## src/rtl/alu_seq_pkg.sv

```systemverilog
// Shared types and widths for the ALU operand sequencer and the downstream ALU.
package alu_seq_pkg;

    localparam int unsigned WIDTH_C    = 7;
    localparam int unsigned OP_WIDTH_C = 2;

    typedef enum logic [1:0] {
        S_LOAD_A  = 2'b00,
        S_LOAD_B  = 2'b01,
        S_LOAD_OP = 2'b10,
        S_RUN     = 2'b11
    } seq_state_t;

endpackage

```

## src/rtl/button_debouncer.sv

```systemverilog
// Push-button conditioner: 2-FF synchroniser, stability counter and registered
// rising-edge detector on the debounced level.
module button_debouncer #(
    parameter int unsigned DEBOUNCE_CYCLES = 1_000_000
) (
    input  logic clk,
    input  logic reset,
    input  logic btn_raw,
    output logic btn_level,
    output logic btn_rise
);

    localparam int unsigned        CNT_W   = $clog2(DEBOUNCE_CYCLES + 1);
    localparam logic [CNT_W-1:0]   CNT_MAX = CNT_W'(DEBOUNCE_CYCLES - 1);
    localparam logic [CNT_W-1:0]   CNT_ONE = CNT_W'(1);

    logic             r_sync1;
    logic             r_sync2;
    logic             r_level;
    logic             r_level_d;
    logic             r_rise;
    logic [CNT_W-1:0] r_cnt;

    always_ff @(posedge clk or posedge reset) begin
        if (reset) begin
            r_sync1 <= 1'b0;
            r_sync2 <= 1'b0;
        end else begin
            r_sync1 <= btn_raw;
            r_sync2 <= r_sync1;
        end
    end

    // Any agreement restarts the count, so only an unbroken run of disagreement flips the level.
    always_ff @(posedge clk or posedge reset) begin
        if (reset) begin
            r_cnt   <= '0;
            r_level <= 1'b0;
        end else if (r_sync2 == r_level) begin
            r_cnt <= '0;
        end else if (r_cnt == CNT_MAX) begin
            r_cnt   <= '0;
            r_level <= ~r_level;
        end else begin
            r_cnt <= r_cnt + CNT_ONE;
        end
    end

    always_ff @(posedge clk or posedge reset) begin
        if (reset) begin
            r_level_d <= 1'b0;
            r_rise    <= 1'b0;
        end else begin
            r_level_d <= r_level;
            r_rise    <= r_level & ~r_level_d;
        end
    end

    assign btn_level = r_level;
    assign btn_rise  = r_rise;

endmodule

```

## src/rtl/alu_operand_sequencer.sv

```systemverilog
// Single-button operand entry: latches A, B and OpCode in turn, then presents them in RUN.
// Optional feature macro: ALU_SEQ_LIVE_OP_EN (OpCode follows sw_op every cycle while in RUN).
module alu_operand_sequencer
    import alu_seq_pkg::*;
#(
    parameter int unsigned WIDTH           = WIDTH_C,
    parameter int unsigned OP_WIDTH        = OP_WIDTH_C,
    parameter int unsigned DEBOUNCE_CYCLES = 1_000_000
) (
    input  logic                clk,
    input  logic                reset,
    input  logic                btn_next,
    input  logic [WIDTH-1:0]    sw_data,
    input  logic [OP_WIDTH-1:0] sw_op,
    output logic [WIDTH-1:0]    A,
    output logic [WIDTH-1:0]    B,
    output logic [OP_WIDTH-1:0] OpCode,
    output logic                operands_valid,
    output logic [1:0]          step,
    output logic                press
);

    logic                w_level;
    logic                w_rise;
    logic                w_press;

    seq_state_t          r_state;
    seq_state_t          w_state_next;
    logic [WIDTH-1:0]    r_a;
    logic [WIDTH-1:0]    w_a_next;
    logic [WIDTH-1:0]    r_b;
    logic [WIDTH-1:0]    w_b_next;
    logic [OP_WIDTH-1:0] r_op;
    logic [OP_WIDTH-1:0] w_op_next;
    logic                r_valid;

    button_debouncer #(
        .DEBOUNCE_CYCLES(DEBOUNCE_CYCLES)
    ) u_debouncer (
        .clk      (clk),
        .reset    (reset),
        .btn_raw  (btn_next),
        .btn_level(w_level),
        .btn_rise (w_rise)
    );

    // A rise is only honoured while the debounced level is still high.
    assign w_press = w_rise & w_level;

    always_ff @(posedge clk or posedge reset) begin
        if (reset) begin
            r_state <= S_LOAD_A;
            r_a     <= '0;
            r_b     <= '0;
            r_op    <= '0;
            r_valid <= 1'b0;
        end else begin
            r_state <= w_state_next;
            r_a     <= w_a_next;
            r_b     <= w_b_next;
            r_op    <= w_op_next;
            r_valid <= (w_state_next == S_RUN);
        end
    end

    always_comb begin
        w_state_next = r_state;
        w_a_next     = r_a;
        w_b_next     = r_b;
        w_op_next    = r_op;
`ifdef ALU_SEQ_LIVE_OP_EN
        if (r_state == S_RUN) begin
            w_op_next = sw_op;
        end
`endif
        if (w_press) begin
            case (r_state)
                S_LOAD_A: begin
                    w_a_next     = sw_data;
                    w_state_next = S_LOAD_B;
                end
                S_LOAD_B: begin
                    w_b_next     = sw_data;
                    w_state_next = S_LOAD_OP;
                end
                S_LOAD_OP: begin
                    w_op_next    = sw_op;
                    w_state_next = S_RUN;
                end
                default: begin
                    w_state_next = S_LOAD_A;
                end
            endcase
        end
    end

    assign A              = r_a;
    assign B              = r_b;
    assign OpCode         = r_op;
    assign operands_valid = r_valid;
    assign step           = r_state;
    assign press          = w_rise;

endmodule

```

## config.mk

```make
export PLATFORM = sky130hd
export DESIGN_NAME = alu_operand_sequencer
export DESIGN_NICKNAME = d
export VERILOG_FILES = /design/src/rtl/alu_seq_pkg.sv /design/src/rtl/button_debouncer.sv /design/src/rtl/alu_operand_sequencer.sv
export SDC_FILE = /design/constraint.sdc
export NUM_CORES = 1
export LEC_CHECK = 0
export BUFFER_PORTS_ARGS = -buffer_cell sky130_fd_sc_hd__buf_2
export CAP_MARGIN = 20
export CORE_UTILIZATION = 29
export DETAILED_ROUTE_END_ITERATION = 8
export PLACE_DENSITY = 0.44
export SETUP_SLACK_MARGIN = 0.2
export SLEW_MARGIN = 5
export SYNTH_ARGS = -nofsm -noshare
export SYNTH_HDL_FRONTEND = slang
export SYNTH_SLANG_ARGS = --single-unit
export TNS_END_PERCENT = 100
```

## constraint.sdc

```tcl
create_clock -name clk -period 4.7 [get_ports clk]
set_input_delay 0.47 -clock clk [delete_from_list [all_inputs] [get_ports clk]]
set_output_delay 0.47 -clock clk [all_outputs]
set_load 0.01 [all_outputs]
```

==> reports/results.txt, run 1 <==
status -> complete, no violations
Post-Synth Adder-Cell Area -> 2.604%
Ys Warns -> 0
pre-CTS setup slack -> 2.702 ns
1st-pass router iterations -> 5
Reg-to-Reg Start -> u_debouncer.r_cnt[0]
drt drc -> 0
clock-pin slew on the worst setup and hold paths -> 0.08 ns
element type at the critical path end -> flip-flop
most common cell after layout, fill and taps aside -> dfrtp_1
total power -> 0.6502 mW
first-pass GRT wire length -> 6.016 mm
clock latency on the worst-skew pair -> 0.29 ns
Via density -> 4.741
DP Area -> 0.002167 mm²
Peak supply drop -> 0.1184 mV
area added between synthesis and finish -> 16.80%
top post-synthesis cells by area -> dfrtp_1, mux2_2, xor2_1
Crit Reg-Reg Endpoint -> u_debouncer.r_cnt[15]
commonest non-fill, non-tap cells in the layout -> dfrtp_1, buf_2, mux2_2, nor2_1, nand2_1
combinational share of power -> 5.7%
Seq cells post-synth -> 44
clock share of power -> 33.8%
Mapped Area -> 0.001922 mm²
Slew @ Worst Pin -> 0.7659 ns
layout cell share with drive strength beyond 1 -> 30.96%
setup ws final -> 2.703 ns
MaxCap Viol Count -> 0
post-synth top area share -> 57.29%
WL/cell -> 12.77 µm
Hold Fails Final Rpt -> 0
Layout Skew -> 0.003353 ns
vias in the first global route -> 1301
final worst path period share -> 42.48%
CTS tree -> yes
post-synth top area cell -> dfrtp_1
htree depth -> 2
Pint -> 0.5053 mW
main combinational cell family by area after synthesis -> simple AND/OR/NAND/NOR gates
Worst EP required -> 4.83 ns
Chip Height -> 83.41 µm
switching power -> 0.1449 mW
CTS Root Cell -> clkbuf_8
Worst Path Arrival -> 2.13 ns
post-CTS setup buffers -> 0
asr flop ratio synth -> 100.0%
total negative setup slack -> 0 ns
maximum number of pins on one net before global-route repair -> 45
post-route antenna net violation count -> 0
Post-DP HPWL -> 2.532 mm
TritonCTS buffer count -> 5
simple-gate share of the synthesized area -> 16.73%
EDFF count, synth -> 0
final critical-path required period -> 1.997 ns
Final Max Slew Viols -> 0
hold depth -> 1
RSZ-0062 raised after global routing -> no
Total Nets Final -> 213
headroom to the max-slew limit -> 48.94%
Hold-fix buffers, CTS -> 0
flop2flop setup slack -> 2.70 ns
syn avg cell area -> 11.94 µm²
total grt overflow -> 0
Die X -> 83.41 µm
gpl congestion -> 0.7691
syn_nets -> 177
max frequency -> 0.5008 GHz
Post-Route WL -> 3.499 mm
Startpoint Class -> flip-flop
Inserted Diodes -> 0
Synth Area in Compound Gates -> 5.013%
mux contribution to synthesized area -> 10.55%
WS Path Type -> flip-flop to flip-flop
Distinct cells, synth -> 30
Gates resized, CTS repair -> 0
Starting Density -> 30.09%
Synth Area in XOR/XNOR -> 5.924%
deepest clock path buffer count -> 2
Worst Setup SP -> u_debouncer.r_cnt[0]
sequential area share after synthesis -> 57.29%
core area -> 0.006386 mm²
Leakage Power -> 0.9894 nW
IO buf count -> 31
switching share of total power -> 22.28%
cell count of the worst reg-to-reg path -> 5
Synth Flop Type -> dfrtp_1
sequential share of power -> 60.5%
All-Layer GR Usage -> 10.80%
initial drt markers -> 44
gate count of the mapped netlist -> 161
Clock Sinks -> 44
Final Cell Area -> 0.002245 mm²
CP Max Fanout -> 19
I/O pin count -> 32
Rows -> 29
Hold Path Class -> input pin to flip-flop
die area -> 0.006956 mm²
final setup vio count -> 0
initial antenna violation count -> 0
crit path capture -> u_debouncer.r_cnt[15]
via count -> 1299
Pwr Density -> 289.7 mW/mm²
layout make-up:
class | instances | area (µm²)
fill | 637 | 4141
sequential | 44 | 1101
multi-input combinational | 108 | 784.5
timing repair buffer | 32 | 162.7
tap | 77 | 96.34
clock buffer | 6 | 72.57
inverter | 6 | 22.52
clock inverter | 1 | 5.005
layer usage:
metal  vias up  track usage, %  wire length (µm)
met5         -               0                 0
met4         0           4.232                52
met3         7           3.280               160
met2        28           17.66              1661
met1       628           13.32              1625
li1        636               -                 -
flip-flops by register name, summed over array words and instances, names as in the netlist, 2 cells and up:
register,cells
B,7
u_debouncer.r_cnt,20
step,2
OpCode,2
A,7
cell usage after synthesis (2+ instances only):
cell type	instances
nand4_1	2
or4_1	3
and3_1	2
dfrtp_1	44
and4_1	2
xnor2_1	6
nor2_1	14
or3_1	5
mux2_2	17
o31ai_1	4
buf_2	2
o21ai_0	3
nand2_1	10
inv_1	6
a21oi_1	6
nor4_1	2
nand3_1	9
ha_1	4
xor2_1	7
nor3_1	2
or2_2	2
worst min-delay path by stage:
stage                                   start                   to  slack (ns)
after floorplan           u_debouncer.r_sync1  u_debouncer.r_sync2        0.33
after global placement    u_debouncer.r_sync1  u_debouncer.r_sync2        0.34
after detailed placement  u_debouncer.r_sync1  u_debouncer.r_sync2        0.34
after CTS                            btn_next  u_debouncer.r_sync1        0.28
after global routing                 btn_next  u_debouncer.r_sync1        0.27
final                                btn_next  u_debouncer.r_sync1        0.28
power groups by stage:
stage / logic, mW / clock network [mW] / registers [mW]
3_3_place_gp: 0.0383 / 0 / 0.401
6_report: 0.0372 / 0.220 / 0.393
5_1_grt: 0.0425 / 0.248 / 0.395
3_5_place_dp: 0.0385 / 0 / 0.401
4_1_cts: 0.0386 / 0.232 / 0.394
2_1_floorplan: 0.0176 / 0 / 0.404
kinds of logic (layout without fill, tap and decap cells):
group / after synthesis / count (layout)
and+or+nand+nor: 59 / 59
adders and majority gates: 4 / 4
AOI/OAI and AO/OA: 14 / 14
xor gates and xnor gates: 13 / 13
buffers and inverters: 9 / 45
muxes: 18 / 18
DFF: 44 / 44
critical path, stage by stage (launching register included):
cell and delay [ns]:
dfrtp_1 0.38, ha_1 0.24, nand2_1 0.07, or2_2 0.34, o31ai_4 0.70, a21oi_1 0.11
through the flow:
step                std cells  hold slack [ns]  util [%]
floorplan                 161           0.3312         -
global placement          267           0.3388     33.93
detailed placement        267           0.3419     33.93
CTS                       274           0.2758     35.15
global route              274           0.2679     35.15
finish                    274           0.2843     35.15
No activity file was read; power rests on OpenSTA's default activity.
==> run 2: changes to the inputs <==
PLACE_DENSITY = 0.45   (was 0.44)
clock period = 1.76 ns   (was 4.7 ns; I/O delays follow)
==> run 2 against run 1 <==
  * Wire length increased by 22%
  * Worst hold slack lost 0.26 ns
  * Design area rose by 21%
  * Clock skew increased by 0.0023 ns
  * Final cell count grew 13%
  * Fmax increased by 19%
  * Register-to-register slack lost 2.6 ns
  * Critical path depth down 1
==> reports/results.txt, run 2 (same netlist as run 1, synthesis figures left out) <==
status -> complete, no violations
Via density -> 4.767
RSZ-0062 raised after global routing -> yes
pre-CTS setup slack -> -0.001452 ns
# fillers -> 593
Reg-to-Reg Start -> u_debouncer.r_cnt[18]
Top reg by flops -> u_debouncer.r_cnt
die area -> 0.006956 mm²
final critical-path required period -> 1.675 ns
Worst EP required -> 1.94 ns
Worst Path Arrival -> 1.86 ns
Hold Path Class -> input pin to asynchronous set/reset pin
Peak supply drop -> 0.3239 mV
htree depth -> 2
WL/cell -> 13.84 µm
CTS Root Cell -> clkbuf_8
max frequency -> 0.5971 GHz
Starting Density -> 30.09%
CTS tree -> yes
clock latency on the worst-skew pair -> 0.29 ns
vias in the first global route -> 1483
element type at the critical path end -> flip-flop
Chip Height -> 83.41 µm
I/O pin count -> 32
initial antenna violation count -> 0
final setup vio count -> 0
Worst Setup SP -> u_debouncer.r_cnt[18]
total grt overflow -> 0
Register Area -> 0.001107 mm²
total power -> 2.020 mW
Post-DP HPWL -> 2.673 mm
commonest non-fill, non-tap cells in the layout -> dfrtp_1, buf_2, buf_4, mux2_2, nand2_1
first-pass GRT wire length -> 7.134 mm
area added between synthesis and finish -> 41.67%
All-Layer GR Usage -> 12.99%
final worst path period share -> 95.16%
Leakage Power -> 1.205 nW
Post-Route WL -> 4.278 mm
Pwr Density -> 741.9 mW/mm²
gpl congestion -> 0.7371
crit path capture -> u_debouncer.btn_level
Die X -> 83.41 µm
flop2flop setup slack -> 0.09 ns
TritonCTS buffer count -> 5
Hold Fails Final Rpt -> 0
maximum number of pins on one net before global-route repair -> 45
Total Nets Final -> 247
Final Max Slew Viols -> 0
Inserted Diodes -> 0
MaxCap Viol Count -> 0
post-route antenna net violation count -> 0
layout cell share with drive strength beyond 1 -> 56.90%
Layout Skew -> 0.005616 ns
initial drt markers -> 34
via count -> 1473
setup ws final -> 0.08510 ns
Crit Reg-Reg Endpoint -> u_debouncer.btn_level
max reg flops -> 20
drt drc -> 0
cell count of the worst reg-to-reg path -> 4
Clock Sinks -> 44
most common cell after layout, fill and taps aside -> dfrtp_1
IO buf count -> 31
clock-pin slew on the worst setup and hold paths -> 0.08 ns
headroom to the max-slew limit -> 62.33%
WS Path Type -> flip-flop to flip-flop
Slew @ Worst Pin -> 0.5650 ns
CP Max Fanout -> 3
1st-pass router iterations -> 4
Startpoint Class -> flip-flop
core area -> 0.006386 mm²
area of the multi-input gates -> 927.1 µm²
deepest clock path buffer count -> 2
Rows -> 29
run 2: changes by cell type in the layout (fill, tap and decap cells not counted), sizes merged:
cell	before	now
buf	32	65
bufinv	0	1
clkbuf	6	7
clkinv	1	0
dlygate4sd3	0	1
run 2: area by class of cell:
type | instances | share of cell area [%]
Sequential cell | 44 | 40.67
Multi-Input combinational cell | 108 | 34.05
Inverter | 6 | 0.8272
Clock inverter | 1 | 1.103
Tap cell | 77 | 3.539
Timing Repair Buffer | 66 | 16.27
Clock buffer | 7 | 3.539
run 2: stage by stage:
stage	hold slack (ns)	cells	TNS, ns	area (µm²)	utilization, %
finish	0.02317	309	0	2723	42.63
global placement	0.2864	279	0	2265	35.46
CTS	0.03174	302	0	2594	40.62
floorplan	0.2074	161	0	1929	-
global route	0.07129	309	0	2723	42.63
detailed placement	0.2931	279	-0.001452	2265	35.46
run 2: what timing repair did:
item / in CTS / in global routing
setup endpoints to repair: 21 / 28
pin swaps: 23 / 10
endpoints found under the hold margin: 1 / 0
setup buffers: 13 / 7
gates cloned: 1 / 0
gates resized for setup: 25 / 20
hold buffers: 1 / 0
run 2: where the power goes:
part | switching [mW] | leakage (nW) | total, mW | internal (mW)
Sequential | 0.0137 | 0.562 | 1.05 | 1.04
Combinational | 0.0686 | 0.579 | 0.131 | 0.0626
Clock | 0.338 | 0.0645 | 0.839 | 0.501
run 2: how the worst min path moves through the flow:
stage	start	to	cells past startpoint
after floorplan	btn_next	u_debouncer.r_sync1	0
after global placement	btn_next	u_debouncer.r_sync1	1
after detailed placement	btn_next	u_debouncer.r_sync1	1
after CTS	reset	B[3]	3
after global routing	reset	A[4]	3
final	reset	A[4]	3
run 2: layer usage:
metal	global-route usage (%)	wire, µm
met5	0	0
met2	21.61	2148
met4	5.799	87
met1	15.45	1862
met3	3.877	179
run 2: critical path, cell delays in order (launching register included):
cell	delay [ns]
dfrtp_1	0.41
nand3_2	0.11
or3_4	0.35
or3_4	0.39
mux2_4	0.30
==> run 3: changes to the inputs <==
MAX_ROUTING_LAYER = met4   (was not set)
REMOVE_ABC_BUFFERS = 1   (was not set)
==> run 3 against run 2 <==
  * Register-to-register slack lost 0.02 ns
  * First-iteration DRC count grew 76%
  * Via count shrank 1.6%
  * Critical path type unchanged
==> reports/results.txt, run 3 (same netlist as run 1, synthesis figures left out) <==
CTS tree -> yes
CTS Root Cell -> clkbuf_8
met1 usage -> 15.47%
Rows -> 29
element type at the critical path end -> flip-flop
initial drt markers -> 60
Pwr Density -> 693.4 mW/mm²
core area -> 0.006386 mm²
layout cell share with drive strength beyond 1 -> 49.79%
clock-pin slew on the worst setup and hold paths -> 0.08 ns
most crowded layer after global routing -> met2
met2 Use GR -> 23.25%
Hold Fails Final Rpt -> 0
# fillers -> 594
clock latency on the worst-skew pair -> 0.30 ns
All-Layer GR Usage -> 13.76%
Top reg by flops -> u_debouncer.r_cnt
Peak supply drop -> 0.2710 mV
IO buf count -> 31
WS Path Type -> flip-flop to flip-flop
Hold Path Class -> input pin to asynchronous set/reset pin
Chip Height -> 83.41 µm
final setup vio count -> 0
area added between synthesis and finish -> 38.54%
RSZ-0062 raised after global routing -> yes
commonest non-fill, non-tap cells in the layout -> dfrtp_1, buf_2, buf_4, mux2_2, nand2_1
via count -> 1449
Post-Route WL -> 4.280 mm
post-route antenna net violation count -> 0
Total Nets Final -> 248
Startpoint Class -> flip-flop
WL/cell -> 13.81 µm
1st-pass router iterations -> 4
area of the multi-input gates -> 858.3 µm²
final worst path period share -> 96.19%
Final Cell Area -> 0.002663 mm²
Inserted Diodes -> 0
Placed Cells -> 281
pre-CTS setup slack -> -0.004183 ns
status -> complete, no violations
Final Max Slew Viols -> 0
Leakage Power -> 1.203 nW
maximum number of pins on one net before global-route repair -> 45
die area -> 0.006956 mm²
Layout Skew -> 0.005890 ns
total power -> 1.846 mW
Die X -> 83.41 µm
initial antenna violation count -> 0
Worst Path Arrival -> 1.88 ns
final critical-path required period -> 1.693 ns
drt drc -> 0
gpl congestion -> 0.7492
max frequency -> 0.5907 GHz
DP Area -> 0.002285 mm²
non-filler instance count after layout -> 310
vias in the first global route -> 1564
TritonCTS buffer count -> 5
max reg flops -> 20
most common cell after layout, fill and taps aside -> dfrtp_1
Starting Density -> 30.09%
CP Max Fanout -> 4
Via density -> 4.674
Post-DP HPWL -> 2.892 mm
deepest clock path buffer count -> 2
htree depth -> 2
MaxCap Viol Count -> 0
Clock Sinks -> 44
total grt overflow -> 0
GR Util met3 -> 4.175%
Final Util -> 41.69%
I/O pin count -> 32
headroom to the max-slew limit -> 63.14%
Slew @ Worst Pin -> 0.5529 ns
setup ws final -> 0.06707 ns
Worst EP required -> 1.95 ns
Register Area -> 0.001104 mm²
first-pass GRT wire length -> 7.307 mm
[run 3: changes by cell type in the layout (fill, tap and decap cells not counted), moves of 3 or more]
cell     delta
nor2_1      +3
a21oi_1     +5
buf_6       -3
dfrtp_1     +3
dfrtp_2     -3
a21oi_2     -5
[run 3: timing repair]
item                                    4_1_cts  5_1_grt
buffers inserted                             12        6
gates resized for setup                      14       11
hold endpoints to repair                      1        0
endpoints found under the setup margin       21       25
hold buffers                                  1        0
pin swaps                                     9        6
cloned                                        1        1
[run 3: cell type report]
cell class / count / area share (%)
multi-input cells: 108 / 32.24
flip-flops and latches: 44 / 41.45
well taps: 77 / 3.618
clock buffers: 6 / 3.102
inverters: 6 / 0.8459
repair buffers: 67 / 18.37
clock inverters: 2 / 0.3759
[run 3: worst max-delay path, stage by stage, from the launching register on]
cell	delay, ns
dfrtp_1	0.39
nand3_2	0.09
or3_4	0.35
buf_4	0.15
o31ai_4	0.28
buf_6	0.16
clkbuf_16	0.13
nor2_1	0.04
[run 3: through the flow]
stage               hold slack (ns)    TNS, ns
detailed placement           0.2861  -0.004183
global route                0.06221  -0.002162
CTS                         0.03019          0
global placement             0.2867          0
floorplan                    0.2074   -0.01090
finish                      0.01059          0
[run 3: worst paths after layout]
| check | slack (ns) | cells past startpoint | start | to |
|---|---|---|---|---|
| max in group asynchronous | 1.35 | 3 | reset | u_debouncer.r_cnt[6] |
| max reg2reg | 0.07 | 7 | u_debouncer.r_cnt[18] | u_debouncer.r_cnt[6] |
| min reg2reg | 0.35 | 0 | u_debouncer.r_sync1 | u_debouncer.r_sync2 |
| min | 0.01 | 3 | reset | B[4] |
| max | 0.07 | 7 | u_debouncer.r_cnt[18] | u_debouncer.r_cnt[6] |
| min in group clk | 0.11 | 2 | sw_op[1] | OpCode[1] |
[run 3: per-layer routing]
metal	part of all wire [%]	wire, µm
met1	44	1888
met2	49	2110
met3	5.0	216
met4	1.5	64
met5	0	0
[run 3: where the power goes]
group	leakage [nW]	internal [mW]	switching [mW]
Sequential	0.567	1.04	0.0141
Clock	0.0510	0.313	0.342
Combinational	0.585	0.0723	0.0678
Total	1.20	1.42	0.424
